$ cat src/rtl/patterns_pkg.sv
// Shared constants for the pattern-index generator and its Gray-code consumer.
// Latency: none (declarations only).
// Backpressure: not applicable.
package patterns_pkg;

  localparam int WIDTH  = 12;
  localparam int STEP_W = 4;

  localparam logic [1:0] MODE_ONCE   = 2'b00;
  localparam logic [1:0] MODE_LOOP   = 2'b01;
  localparam logic [1:0] MODE_BOUNCE = 2'b10;

  localparam logic [1:0] ST_IDLE = 2'b00;
  localparam logic [1:0] ST_RUN  = 2'b01;
  localparam logic [1:0] ST_DONE = 2'b10;

  // The reserved encoding 2'b11 behaves like ONCE.
  function automatic logic is_once(input logic [1:0] mode);
    return (mode != MODE_LOOP) && (mode != MODE_BOUNCE);
  endfunction

endpackage

$ cat src/rtl/pattern_step_calc.sv
// Combinational next-index, next-direction and end-of-run computation.
// Latency: 0 cycles (pure combinational).
// Backpressure: none; the caller applies the result only on a handshake.
module pattern_step_calc
  import patterns_pkg::*;
#(
  parameter int WIDTH  = patterns_pkg::WIDTH,
  parameter int STEP_W = patterns_pkg::STEP_W
) (
  input  logic [WIDTH-1:0]  index,
  input  logic [WIDTH-1:0]  lo,
  input  logic [WIDTH-1:0]  hi,
  input  logic [STEP_W-1:0] step,
  input  logic [1:0]        mode,
  input  logic              dir_dn,
  output logic [WIDTH-1:0]  nxt_index,
  output logic              nxt_dir_dn,
  output logic              end_once
);

  logic [WIDTH:0]   step_ext;
  logic [WIDTH:0]   up_sum;
  logic [WIDTH:0]   dn_diff;
  logic [WIDTH:0]   lo_up;
  logic [WIDTH:0]   hi_dn;
  logic [WIDTH-1:0] up_clamp;
  logic [WIDTH-1:0] dn_clamp;
  logic [WIDTH-1:0] from_lo;
  logic [WIDTH-1:0] from_hi;

  // Candidate indices, all one bit wider so carry/borrow cannot fake a wrap.
  always_comb begin
    step_ext = {{(WIDTH + 1 - STEP_W){1'b0}}, step};
    up_sum   = {1'b0, index} + step_ext;
    dn_diff  = {1'b0, index} - step_ext;
    lo_up    = {1'b0, lo} + step_ext;
    hi_dn    = {1'b0, hi} - step_ext;
    up_clamp = (up_sum > {1'b0, hi}) ? hi : up_sum[WIDTH-1:0];
    from_lo  = (lo_up > {1'b0, hi}) ? hi : lo_up[WIDTH-1:0];
    dn_clamp = (dn_diff[WIDTH] || (dn_diff[WIDTH-1:0] < lo)) ? lo : dn_diff[WIDTH-1:0];
    from_hi  = (hi_dn[WIDTH] || (hi_dn[WIDTH-1:0] < lo)) ? lo : hi_dn[WIDTH-1:0];
  end

  // Select the move: walk inside the range, or apply the end-of-range action.
  always_comb begin
    nxt_index  = index;
    nxt_dir_dn = dir_dn;
    end_once   = 1'b0;
    if ((mode == MODE_BOUNCE) && dir_dn) begin
      if (index == lo) begin
        // Turn around at the bottom and take the first upward step at once.
        nxt_dir_dn = 1'b0;
        nxt_index  = from_lo;
      end else begin
        nxt_index = dn_clamp;
      end
    end else if (index == hi) begin
      if (mode == MODE_LOOP) begin
        nxt_index = lo;
      end else if (mode == MODE_BOUNCE) begin
        nxt_dir_dn = 1'b1;
        nxt_index  = from_hi;
      end else begin
        end_once = 1'b1;
      end
    end else begin
      nxt_index = up_clamp;
    end
  end

endmodule

$ cat src/rtl/pattern_index_gen.sv
// Walks [lo, hi] by a programmable step in ONCE/LOOP/BOUNCE mode, feeding Binary2Gray.
// Latency: first index valid one cycle after start; one index per handshake after that.
// Backpressure: index and out_valid hold while out_ready is low; only stop/reset drop valid.
module pattern_index_gen
  import patterns_pkg::*;
#(
  parameter int WIDTH  = patterns_pkg::WIDTH,
  parameter int STEP_W = patterns_pkg::STEP_W
) (
  input  logic              clk,
  input  logic              rst_n,
  input  logic [WIDTH-1:0]  cfg_lo,
  input  logic [WIDTH-1:0]  cfg_hi,
  input  logic [STEP_W-1:0] cfg_step,
  input  logic [1:0]        cfg_mode,
  input  logic              start,
  input  logic              stop,
  input  logic              out_ready,
  output logic              out_valid,
  output logic [WIDTH-1:0]  index,
  output logic              busy,
  output logic              done,
  output logic              cfg_err
);

  logic [1:0]        state_q,  state_d;
  logic [WIDTH-1:0]  index_q,  index_d;
  logic              vld_q,    vld_d;
  logic              dir_q,    dir_d;
  logic              done_q,   done_d;
  logic              err_q,    err_d;
  logic [WIDTH-1:0]  lo_q,     lo_d;
  logic [WIDTH-1:0]  hi_q,     hi_d;
  logic [STEP_W-1:0] step_q,   step_d;
  logic [1:0]        mode_q,   mode_d;

  logic [WIDTH-1:0]  calc_index;
  logic              calc_dir;
  logic              calc_end;
  logic              hs;

  pattern_step_calc #(
    .WIDTH  (WIDTH),
    .STEP_W (STEP_W)
  ) u_step_calc (
    .index      (index_q),
    .lo         (lo_q),
    .hi         (hi_q),
    .step       (step_q),
    .mode       (mode_q),
    .dir_dn     (dir_q),
    .nxt_index  (calc_index),
    .nxt_dir_dn (calc_dir),
    .end_once   (calc_end)
  );

  assign hs = vld_q && out_ready;

  // FSM, config latch and handshake; stop outranks start, start outranks a handshake.
  always_comb begin
    state_d = state_q;
    index_d = index_q;
    vld_d   = vld_q;
    dir_d   = dir_q;
    done_d  = 1'b0;
    err_d   = err_q;
    lo_d    = lo_q;
    hi_d    = hi_q;
    step_d  = step_q;
    mode_d  = mode_q;
    if (stop) begin
      vld_d   = 1'b0;
      state_d = ST_IDLE;
    end else if (start && (cfg_lo > cfg_hi)) begin
      // A bad start is flagged and otherwise ignored, so a running walk carries on.
      err_d = 1'b1;
      if ((state_q == ST_RUN) && hs && !calc_end) begin
        index_d = calc_index;
        dir_d   = calc_dir;
      end else if ((state_q == ST_RUN) && hs) begin
        vld_d   = 1'b0;
        done_d  = 1'b1;
        state_d = ST_DONE;
      end else if (state_q == ST_DONE) begin
        state_d = ST_IDLE;
      end
    end else if (start) begin
      err_d   = 1'b0;
      lo_d    = cfg_lo;
      hi_d    = cfg_hi;
      step_d  = (cfg_step == '0) ? {{(STEP_W - 1){1'b0}}, 1'b1} : cfg_step;
      mode_d  = cfg_mode;
      index_d = cfg_lo;
      dir_d   = 1'b0;
      vld_d   = 1'b1;
      state_d = ST_RUN;
    end else begin
      case (state_q)
        ST_RUN: begin
          if (hs) begin
            if (calc_end) begin
              vld_d   = 1'b0;
              done_d  = 1'b1;
              state_d = ST_DONE;
            end else begin
              index_d = calc_index;
              dir_d   = calc_dir;
            end
          end
        end
        ST_DONE: state_d = ST_IDLE;
        default: state_d = ST_IDLE;
      endcase
    end
  end

  // State registers with asynchronous active-low reset.
  always_ff @(posedge clk or negedge rst_n) begin
    if (!rst_n) begin
      state_q <= ST_IDLE;
      index_q <= '0;
      vld_q   <= 1'b0;
      dir_q   <= 1'b0;
      done_q  <= 1'b0;
      err_q   <= 1'b0;
      lo_q    <= '0;
      hi_q    <= '0;
      step_q  <= {{(STEP_W - 1){1'b0}}, 1'b1};
      mode_q  <= MODE_ONCE;
    end else begin
      state_q <= state_d;
      index_q <= index_d;
      vld_q   <= vld_d;
      dir_q   <= dir_d;
      done_q  <= done_d;
      err_q   <= err_d;
      lo_q    <= lo_d;
      hi_q    <= hi_d;
      step_q  <= step_d;
      mode_q  <= mode_d;
    end
  end

  assign out_valid = vld_q;
  assign index     = index_q;
  assign busy      = (state_q == ST_RUN);
  assign done      = done_q;
  assign cfg_err   = err_q;

endmodule

$ cat config.mk
export PLATFORM = sky130hd
export DESIGN_NAME = pattern_index_gen
export DESIGN_NICKNAME = d
export VERILOG_FILES = /design/src/rtl/patterns_pkg.sv /design/src/rtl/pattern_step_calc.sv /design/src/rtl/pattern_index_gen.sv
export SDC_FILE = /design/constraint.sdc
export NUM_CORES = 1
export LEC_CHECK = 0
export CORE_MARGIN = 4
export CORE_UTILIZATION = 65
export CTS_CLUSTER_DIAMETER = 100
export CTS_CLUSTER_SIZE = 25
export DETAILED_ROUTE_END_ITERATION = 7
export PLACE_DENSITY_LB_ADDON = 0.12
export REMOVE_ABC_BUFFERS = 1
export SLEW_MARGIN = 20
export SYNTH_ARGS = -nofsm -noshare
export SYNTH_HDL_FRONTEND = slang
export SYNTH_SLANG_ARGS = --single-unit
$ cat constraint.sdc
create_clock -name clk -period 10 [get_ports clk]
set_clock_uncertainty 0.2 [all_clocks]
set_input_delay 2 -clock clk [delete_from_list [all_inputs] [get_ports clk]]
set_output_delay 2 -clock clk [all_outputs]
set_load 0.01 [all_outputs]
==> impl_metrics.yaml <==
critical_path:
  cp_data_arrival_time_ns: 5.46
  crit_chain: "inv_1 -> ha_1 -> inv_1 -> fa_1 -> a21oi_1 -> o21ai_0 -> nor2_1 -> xor2_1 -> ha_1 -> and4_1 -> o21ai_0 -> o211ai_1 -> a21oi_2 -> mux2_2 -> a221oi_1 -> o211ai_1 -> a22o_1"
  cp.required_ns: 9.99
  cp_max_fo: 13
  crit_family: "compound AO/OA/AOI/OAI gates"
  reg2regPathDepth: 17
  r2r_end: "index[9]"
  start_kind: "flip-flop"
  timing.rr.start: "index[0]"
  cp_slowest_cell: "a21oi_2"
  slowest_delay_ns: 0.77
  path_buf_inv: 2
  cp-end-kind: "flip-flop"
  cp.depth: 17
  reg2reg_slack_ns: 4.53
  path_class: "flip-flop to flip-flop"
power:
  ir_worst_vdd_v: 0.000208
  p_total_uw: 2080
  sequentialPowerShare: 0.193
  pwr_density_cell_nw_per_um2: 320
  p_leak_uw: 0.00279
  p_int_uw: 954
  comb_power_share: 0.740
  power.switching_uw: 1130
  swShare: 0.542
  clkPwrFrac: 0.067
timing:
  slew_violations: 0
  setup_viol_count_final: 0
  setup_tns_ns: 0
  grt_setup_unrepaired: "no"
  post-route-min-period_ns: 5.47
  maxSlewHeadroom: 0.351
  worst_pin_slew_ns: 0.969
  fin_crit_sh: 0.547
  clock.fmax_mhz: 183
  hold_viol: 0
detailed_routing:
  m1WireLength_um: 8040
  num_vias: 6248
  drt_iter0_markers: 733
  top_layer_used: "met4"
  drc: 0
  met3_length_um: 2460
  ant_nets: 0
  routedWlPerCell_um: 23.3
  vias_per_cell: 7.10
  wirelength_um: 20500
  first_pass_iters: 6
  wl_met2_um: 9110
run:
  cap_violations: 0
logic_synthesis:
  avgSynthCellArea_um2: 7.91
  synth_top_area_cell: "dfrtp_1"
  syn_area_um2: 5890
  synth-seq-cells: 48
  ys_async_sr_fraction: 1.00
  netlist_instances: 745
  ys_warn_count: 0
  ys_types: 66
  yosysMostFrequentCell: "ha_1"
  synth_area_leaders: "dfrtp_1, ha_1, xnor2_1"
  synth_top_area_share: 0.200
  synth-edff-count: 0
  synth_ff_type: "dfrtp_1"
  ys_seq_area_frac: 0.204
  synthTopCellsByCount: "ha_1, nand2_1, a21oi_1, o21ai_0, inv_1"
layout:
  insertedDiodeCount: 0
  nFillCells: 712
  area_growth_pct: 10.6
  drive_gt1_frac: 0.0479
  nets: 886
clock_network:
  root_buffer: "clkbuf_8"
  ctsLongestPathBuffers: 2
  tritoncts: "done"
  cts_buffers: 5
  cts_resized: 0
  ctsHoldBuffers: 0
  clk_latency_ns: 0.30
  tritoncts_num_sinks: 48
  post_cts_buffers: 0
  cts-htree-levels: 2
  clkTransAtPathRegs_ns: 0.09
hold_path:
  whs_path_depth: 1
  hold_path_class: "flip-flop to flip-flop"
  hold_end: "cfg_err"
  hp-start: "cfg_err"
global_routing:
  gr-usage-all-layers: 0.396
  grt_max_degree: 64
  grt_overflow: 0
  first_global_vias: 5998
  grt_pass1_wl_um: 31800
  antenna_found_initial: 0
floorplan:
  start_util: 0.672
  ios: 51
  core_um2: 8760
  rows: 34
  die_x_um: 103
  dieArea_um2: 10600
  die_h_um: 103
status:
  status: "finished, final reports clean"
placement:
  place.port_buffers: 50
  hpwlAfterDp_um: 16200
  place.gp.congestion: 1.12
cell usage in the layout, fill, tap and decap left out, drive strengths merged, types with 5 or more instances in the layout:
cell type | synthesis | routed
a211o | 7 | 7
a211oi | 8 | 8
a21boi | 5 | 5
a21o | 6 | 6
a21oi | 60 | 60
a221oi | 7 | 7
a31oi | 8 | 8
and2 | 5 | 5
and3 | 5 | 5
and4 | 5 | 5
buf | 13 | 6
clkbuf | 23 | 6
clkdlybuf4s50 | 0 | 49
dfrtp | 47 | 47
ha | 76 | 76
inv | 57 | 57
mux2 | 8 | 8
mux2i | 15 | 15
nand2 | 66 | 66
nand2b | 9 | 9
nand3 | 22 | 22
nand4 | 19 | 19
nor2 | 52 | 52
nor3 | 16 | 16
nor4 | 10 | 10
o2111ai | 5 | 5
o211ai | 12 | 12
o21ai | 59 | 59
o31ai | 6 | 6
xnor2 | 49 | 49
xor2 | 10 | 10
layer usage:
| metal | global-route usage | up-vias |
|---|---|---|
| met2 | 0.628 | 482 |
| met4 | 0.156 | 0 |
| li1 | - | 2751 |
| met1 | 0.518 | 2914 |
| met5 | 0 | - |
| met3 | 0.104 | 101 |
per-stage QoR:
step	worst slack [ns]	hold slack [ns]	std cells	area (um2)	util
finish	4.53	0.328	880	6520	0.744
global placement	4.46	0.298	872	6400	0.731
floorplan	4.25	0.297	709	5730	-
detailed placement	4.34	0.301	872	6400	0.731
global route	4.27	0.349	880	6520	0.744
CTS	4.64	0.326	880	6510	0.743
worst max-delay path by stage:
stage	end	startpoint	slack (ns)
final	index[9]	index[0]	4.53
after global routing	index[9]	index[0]	4.27
after CTS	index[9]	cfg_hi[7]	4.64
after detailed placement	index[9]	cfg_hi[7]	4.34
after global placement	index[9]	cfg_lo[10]	4.46
after floorplan	index[1]	cfg_hi[7]	4.25
registers in the layout (all words and copies together), names as in the netlist, 2 cells and up:
signal and cells:
lo_q 12, index 12, mode_q 2, hi_q 12, state_q 2, step_q 4
kinds of logic (layout without fill, tap and decap cells):
kind of cell	Yosys count	after routing	synth area share
XOR/XNOR	59	59	0.0877
AO/OA/AOI/OAI	214	214	0.235
flip-flops	48	48	0.204
adder cells (fa/ha/maj)	80	80	0.175
buffers and inverters	94	121	0.0644
multiplexers	23	23	0.0408
AND/OR/NAND/NOR	227	227	0.193
power by group through the flow:
stage / sequential [uW] / clock (uW) / combinational, uW
3_3_place_gp: 391 / 0 / 1400
3_5_place_dp: 394 / 0 / 1470
5_1_grt: 406 / 148 / 1650
2_1_floorplan: 353 / 0 / 1020
6_report: 403 / 140 / 1540
4_1_cts: 390 / 140 / 1470
layout make-up:
class	count	area (um2)	area share
multi-input cells	603	4320	0.663
flip-flops and latches	48	1200	0.185
repair buffers	55	536	0.0822
inverters	58	218	0.0334
well taps	108	135	0.0207
clock buffers	6	72.6	0.0111
clock inverters	2	35.0	0.00538
(Power assumes the default switching activity.)
